<file path="config.mk">
export PLATFORM = sky130hd
export DESIGN_NAME = conv_loop_sequencer
export DESIGN_NICKNAME = d
export VERILOG_FILES = /design/src/rtl/conv_loop_sequencer.sv
export SDC_FILE = /design/constraint.sdc
export NUM_CORES = 1
export LEC_CHECK = 0
export ABC_AREA = 1
export CAP_MARGIN = 20
export CELL_PAD_IN_SITES_DETAIL_PLACEMENT = 0
export CELL_PAD_IN_SITES_GLOBAL_PLACEMENT = 2
export CORE_MARGIN = 10
export CORE_UTILIZATION = 27
export CTS_CLUSTER_SIZE = 30
export DETAILED_ROUTE_END_ITERATION = 8
export PLACE_DENSITY_LB_ADDON = 0.12
export SLEW_MARGIN = 20
export SYNTH_ARGS = -nofsm -noshare
export SYNTH_HDL_FRONTEND = slang
export SYNTH_SLANG_ARGS = --single-unit
</file>
<file path="constraint.sdc">
create_clock -name clock -period 1.76 [get_ports clock]
set_clock_uncertainty 0.05 [all_clocks]
set_input_delay 0.264 -clock clock [delete_from_list [all_inputs] [get_ports clock]]
set_output_delay 0.264 -clock clock [all_outputs]
set_load 0.02 [all_outputs]
</file>
<file path="src/rtl/conv_loop_sequencer.sv">
// Convolution loop-iterator sequencer: walks (m, r, c, n, i, j) and flags the first/last MAC of each pixel.
// Optional LOOP_PERF_CNT_EN adds saturating stall_cycles / tuple_count performance counters.
module conv_loop_sequencer #(
    parameter int K        = 5,
    parameter int OUT_SIZE = 28,
    parameter int IN_CH    = 1,
    parameter int OUT_CH   = 6,
    parameter int N_STEP   = 4
) (
    input  logic       clock,
    input  logic       rst_n,
    input  logic       start,
    input  logic       stall,
    output logic [7:0] m,
    output logic [7:0] r,
    output logic [7:0] c,
    output logic [7:0] n,
    output logic [3:0] i,
    output logic [3:0] j,
    output logic       iter_valid,
    output logic       acc_first,
    output logic       acc_last,
    output logic       busy,
    output logic       done
`ifdef LOOP_PERF_CNT_EN
    ,
    output logic [31:0] stall_cycles,
    output logic [31:0] tuple_count
`endif
);

    // Base of the last input-channel group, i.e. the n value carried by acc_last.
    localparam int         N_LAST   = ((IN_CH - 1) / N_STEP) * N_STEP;
    localparam logic [7:0] N_LAST_W = 8'(N_LAST);
    localparam logic [7:0] N_STEP_W = 8'(N_STEP);
    localparam logic [3:0] K_LAST_W = 4'(K - 1);

    typedef enum logic [1:0] {ST_IDLE, ST_RUN, ST_DONE} state_t;

    state_t     state_reg, state_next;
    logic [7:0] m_reg, m_next, r_reg, r_next, c_reg, c_next, n_reg, n_next;
    logic [3:0] i_reg, i_next, j_reg, j_next;
    logic       valid_reg, valid_next, first_reg, first_next, last_reg, last_next;
    logic       busy_reg, busy_next, done_reg, done_next;
    logic       j_wrap, i_wrap, n_wrap, c_wrap, r_wrap, m_wrap, last_tuple;

    always_ff @(posedge clock or negedge rst_n) begin
        if (!rst_n) begin
            state_reg <= ST_IDLE;
            m_reg     <= '0;
            r_reg     <= '0;
            c_reg     <= '0;
            n_reg     <= '0;
            i_reg     <= '0;
            j_reg     <= '0;
            valid_reg <= 1'b0;
            first_reg <= 1'b0;
            last_reg  <= 1'b0;
            busy_reg  <= 1'b0;
            done_reg  <= 1'b0;
        end else begin
            state_reg <= state_next;
            m_reg     <= m_next;
            r_reg     <= r_next;
            c_reg     <= c_next;
            n_reg     <= n_next;
            i_reg     <= i_next;
            j_reg     <= j_next;
            valid_reg <= valid_next;
            first_reg <= first_next;
            last_reg  <= last_next;
            busy_reg  <= busy_next;
            done_reg  <= done_next;
        end
    end

    always_comb begin
        state_next = state_reg;
        m_next     = m_reg;
        r_next     = r_reg;
        c_next     = c_reg;
        n_next     = n_reg;
        i_next     = i_reg;
        j_next     = j_reg;
        valid_next = valid_reg;
        busy_next  = busy_reg;
        done_next  = 1'b0;

        // Terminal tests in int width so n + N_STEP cannot overflow before the compare.
        j_wrap     = int'(j_reg) >= K - 1;
        i_wrap     = int'(i_reg) >= K - 1;
        n_wrap     = int'(n_reg) + N_STEP >= IN_CH;
        c_wrap     = int'(c_reg) >= OUT_SIZE - 1;
        r_wrap     = int'(r_reg) >= OUT_SIZE - 1;
        m_wrap     = int'(m_reg) >= OUT_CH - 1;
        last_tuple = m_wrap && r_wrap && c_wrap && n_wrap && i_wrap && j_wrap;

        case (state_reg)
            ST_IDLE: begin
                if (start) begin
                    state_next = ST_RUN;
                    m_next     = '0;
                    r_next     = '0;
                    c_next     = '0;
                    n_next     = '0;
                    i_next     = '0;
                    j_next     = '0;
                    valid_next = 1'b1;
                    busy_next  = 1'b1;
                end
            end
            ST_RUN: begin
                if (!stall) begin
                    if (last_tuple) begin
                        state_next = ST_DONE;
                        m_next     = '0;
                        r_next     = '0;
                        c_next     = '0;
                        n_next     = '0;
                        i_next     = '0;
                        j_next     = '0;
                        valid_next = 1'b0;
                        done_next  = 1'b1;
                    end else begin
                        j_next = j_wrap ? '0 : j_reg + 4'd1;
                        if (j_wrap) begin
                            i_next = i_wrap ? '0 : i_reg + 4'd1;
                            if (i_wrap) begin
                                n_next = n_wrap ? '0 : n_reg + N_STEP_W;
                                if (n_wrap) begin
                                    c_next = c_wrap ? '0 : c_reg + 8'd1;
                                    if (c_wrap) begin
                                        r_next = r_wrap ? '0 : r_reg + 8'd1;
                                        if (r_wrap) begin
                                            m_next = m_reg + 8'd1;
                                        end
                                    end
                                end
                            end
                        end
                    end
                end
            end
            ST_DONE: begin
                state_next = ST_IDLE;
                busy_next  = 1'b0;
            end
            default: begin
                state_next = ST_IDLE;
                busy_next  = 1'b0;
                valid_next = 1'b0;
            end
        endcase

        // Flags follow the next tuple; a held tuple re-decodes to the same values.
        first_next = valid_next && (n_next == 8'd0) && (i_next == 4'd0) && (j_next == 4'd0);
        last_next  = valid_next && (n_next == N_LAST_W) && (i_next == K_LAST_W) && (j_next == K_LAST_W);
    end

    assign m          = m_reg;
    assign r          = r_reg;
    assign c          = c_reg;
    assign n          = n_reg;
    assign i          = i_reg;
    assign j          = j_reg;
    assign iter_valid = valid_reg;
    assign acc_first  = first_reg;
    assign acc_last   = last_reg;
    assign busy       = busy_reg;
    assign done       = done_reg;

`ifdef LOOP_PERF_CNT_EN
    logic       perf_clear;
    logic [1:0] perf_inc;

    assign perf_clear  = (state_reg == ST_IDLE) && start;
    assign perf_inc[0] = (state_reg == ST_RUN) && stall;
    assign perf_inc[1] = (state_reg == ST_RUN) && !stall;

    genvar gi;
    generate
        for (gi = 0; gi < 2; gi++) begin : g_perf
            logic [31:0] cnt_reg;
            always_ff @(posedge clock or negedge rst_n) begin
                if (!rst_n) begin
                    cnt_reg <= '0;
                end else if (perf_clear) begin
                    cnt_reg <= '0;
                end else if (perf_inc[gi] && (cnt_reg != 32'hFFFF_FFFF)) begin
                    cnt_reg <= cnt_reg + 32'd1;
                end
            end
        end
    endgenerate

    assign stall_cycles = g_perf[0].cnt_reg;
    assign tuple_count  = g_perf[1].cnt_reg;
`endif

endmodule

</file>
==> impl_metrics.env <==
export IMPL_hold_class="in2async"
export IMPL_critical_path_cell_chain="ha_4 -> inv_2 -> nand2_2 -> nor2_2 -> nand3_2 -> nor2_4 -> nand3_2 -> nand2_2 -> nand2_2 -> or2_1 -> o21ai_2"
export IMPL_synth_area_leaders="dfrtp_1 47%, nand2_1 12%, inv_1 5.4%"
export IMPL_netlist_instances=305
export IMPL_grt_usage_pct=10.7
export IMPL_clock_path_buffers=2
export IMPL_crit_arrival_ps=2030
export IMPL_synth_top_area_share_pct=47.1
export IMPL_violations="negative setup slack"
export IMPL_top_layer="met4"
export IMPL_dr_pass1_iters=4
export IMPL_rsz0062_at_grt="yes"
export IMPL_fin_util_pct=41.3
export IMPL_place_inst=506
export IMPL_path_delay_family="simple AND/OR/NAND/NOR gates"
export IMPL_drv_cap=0
export IMPL_die_height_um=116
export IMPL_synthesis_area_um2=2490
export IMPL_powerDensity_nw_per_um2=866
export IMPL_crit_top_cell="nand2_2"
export IMPL_dp_hpwl_mm=5.38
export IMPL_synth_nets=317
export IMPL_finalSetupTns_ps=-202
export IMPL_cts_tree="built"
export IMPL_stdcell_count=519
export IMPL_antenna_found_initial=0
export IMPL_wl_met3_um=369
export IMPL_boundaryPins=49
export IMPL_syn_area_per_cell_um2=8.18
export IMPL_grt_pass1_wl_mm=11.5
export IMPL_fin_crit_ps=1840
export IMPL_swShare_pct=34.7
export IMPL_grt_max_degree=21
export IMPL_start_util_pct=27.4
export IMPL_required_ps=1950
export IMPL_diodes=0
export IMPL_netSwitchingPower_mw=1.13
export IMPL_worst_path_buf_inv=1
export IMPL_area_growth_pct=50.8
export IMPL_globalplace_congestion=0.752
export IMPL_core_area_um2=9110
export IMPL_wirelength_mm=7.02
export IMPL_avgRoutedWirePerCell_um=13.5
export IMPL_vias=2263
export IMPL_die_area_um2=13500
export IMPL_finalHoldViolations=0
export IMPL_viasPerCell=4.36
export IMPL_cts_root_buf="clkbuf_8"
export IMPL_die_w_um=116
export IMPL_yosysTopAreaCell="dfrtp_1"
export IMPL_row_count=35
export IMPL_numCtsBuffers=5
export IMPL_clkPwrFrac_pct=22.5
export IMPL_drive_gt1_share_pct=32.4
export IMPL_cellInternalPower_mw=2.13
export IMPL_hold_ws_ps=384
export IMPL_final_nets=419
export IMPL_leakagePower_nw=2.06
export IMPL_drt_iter0_markers=93
export IMPL_ys_ff_latch=47
export IMPL_cp_end_kind="flip-flop"
export IMPL_wl_met2_mm=3.12
export IMPL_h_tree_depth=2
export IMPL_cts_sinks=47
export IMPL_maxSlewHeadroom_pct=69.4
export IMPL_path_max_fanout=2
export IMPL_ant_nets=0
export IMPL_clk_latency_ps=300
export IMPL_finalWorstSetupSlack_ps=-84.7
export IMPL_clkTransAtPathRegs_ps=90
export IMPL_vdd_drop_max_mv=0.522
export IMPL_synth_warning_count=0
export IMPL_fin_crit_sh_pct=105
export IMPL_comb_power_share_pct=36.7
export IMPL_critPathLaunchType="flip-flop"
export IMPL_synth_seq_area_share_pct=47.1
export IMPL_grt_overflow=0
export IMPL_first_global_vias=2313
export IMPL_tightest_slew_ps=459
export IMPL_drv_slew=0
export IMPL_fmax_ghz=0.542
export IMPL_crit_type="reg2reg"
export IMPL_status="complete, but fails checks"
export IMPL_slowest_delay_ps=430
export IMPL_cpMaxStageDelayCell="dfrtp_2"
export IMPL_wl_met1_mm=3.46
export IMPL_ys_types=34
export IMPL_drc=0
export IMPL_portBuffers=48
export IMPL_setup_violations=6
export IMPL_p_seq_share_pct=40.8
## layer usage
metal  global-route usage, %  up-vias
met4                    3.25        0
met1                    14.1     1057
met2                    16.2       34
met5                       0        -
met3                    3.44        5
li1                        -     1167
## what timing repair did
action,CTS,global route
endpoints found under the hold margin,17,0
pin swaps,7,12
gates resized for setup,20,42
setup buffers,0,2
setup endpoints to repair,32,41
cloned,1,1
hold buffers,1,0
## cell families after synthesis
family                     Yosys count  share of synthesized area, %
AOI/OAI and AO/OA                   27                          6.97
xor gates and xnor gates             5                          1.76
adders and majority gates            8                          4.01
buffers and inverters               56                          9.43
DFF                                 47                          47.1
muxes                                1                         0.401
and+or+nand+nor                    161                          30.3
## cell usage after synthesis
master / instances
or2_2: 2
xor2_1: 3
nor2_2: 3
dfrtp_1: 47
nand4_1: 6
nor2_4: 1
a21oi_1: 4
inv_1: 36
o41ai_2: 1
nor3_2: 1
inv_6: 1
nand3_1: 23
nand2_1: 83
o21ai_0: 10
nand3b_1: 1
or3_1: 1
ha_1: 8
buf_6: 2
nor3_1: 5
a22oi_2: 1
buf_4: 1
nand2_4: 2
nor2_1: 23
mux2i_1: 1
xnor2_1: 2
nand4_2: 1
inv_2: 15
o21ai_2: 5
a31oi_1: 1
buf_2: 1
nand3_4: 2
o21ai_1: 5
nand2_2: 4
or2_1: 3
## stage by stage
stage          worst slack (ps)  cell area (um^2)  power, mW
2_1_floorplan             -77.5              2510       1.92
3_3_place_gp               -224              3430       2.53
3_5_place_dp               -265              3430       2.52
4_1_cts                   -92.0              3610       3.30
5_1_grt                    -179              3760       3.50
6_report                  -84.7              3760       3.26
## worst register-to-register path: stages, from the launching register on
cell and delay (ps):
dfrtp_2 430, ha_4 240, inv_2 50, nand2_2 40
nor2_2 80, nand3_2 90, nor2_4 170, nand3_2 130
nand2_2 90, nand2_2 60, or2_1 230, o21ai_2 120
## power by group through the flow
stage / clock (mW) / combinational, mW / sequential [mW]
after floorplan: 0 / 0.407 / 1.52
after global placement: 0 / 1.18 / 1.35
after detailed placement: 0 / 1.17 / 1.35
after CTS: 0.777 / 1.19 / 1.33
after global routing: 0.820 / 1.33 / 1.35
final: 0.733 / 1.20 / 1.33
## placed cells by master, fill, tap and decap left out, types with 10 or more instances in the layout
cell type,instances
nand3_1,17
o21ai_1,10
dlymetal6s2s_1,12
inv_1,34
nand2_2,17
nor2_1,17
dfrtp_1,43
buf_4,46
nand2_1,68
inv_2,17
clkdlybuf4s50_1,30
## worst paths after layout
check,startpoint,endpoint,slack [ps],cells past startpoint
min,rst_n,m[7]$_DFFE_PN0P_,380,2
max in group asynchronous,rst_n,state_reg[0]$_DFFE_PN0P_,710,3
min reg2reg,m[6]$_DFFE_PN0P_,m[6]$_DFFE_PN0P_,450,2
max,n[3]$_DFF_PN0_,m[3]$_DFFE_PN0P_,-80,11
min in group clock,m[6]$_DFFE_PN0P_,m[6]$_DFFE_PN0P_,450,2
max reg2reg,n[3]$_DFF_PN0_,m[3]$_DFFE_PN0P_,-80,11
## cell type report
| type | count | area (um^2) |
|---|---|---|
| inverter | 52 | 203 |
| timing repair buffer | 97 | 881 |
| clock inverter | 1 | 7.51 |
| multi-input combinational | 204 | 1250 |
| tap | 111 | 139 |
| sequential | 47 | 1180 |
| clock buffer | 7 | 96.3 |
| fill | 975 | 5350 |
Note: power is estimated with default switching activity, not from simulation.
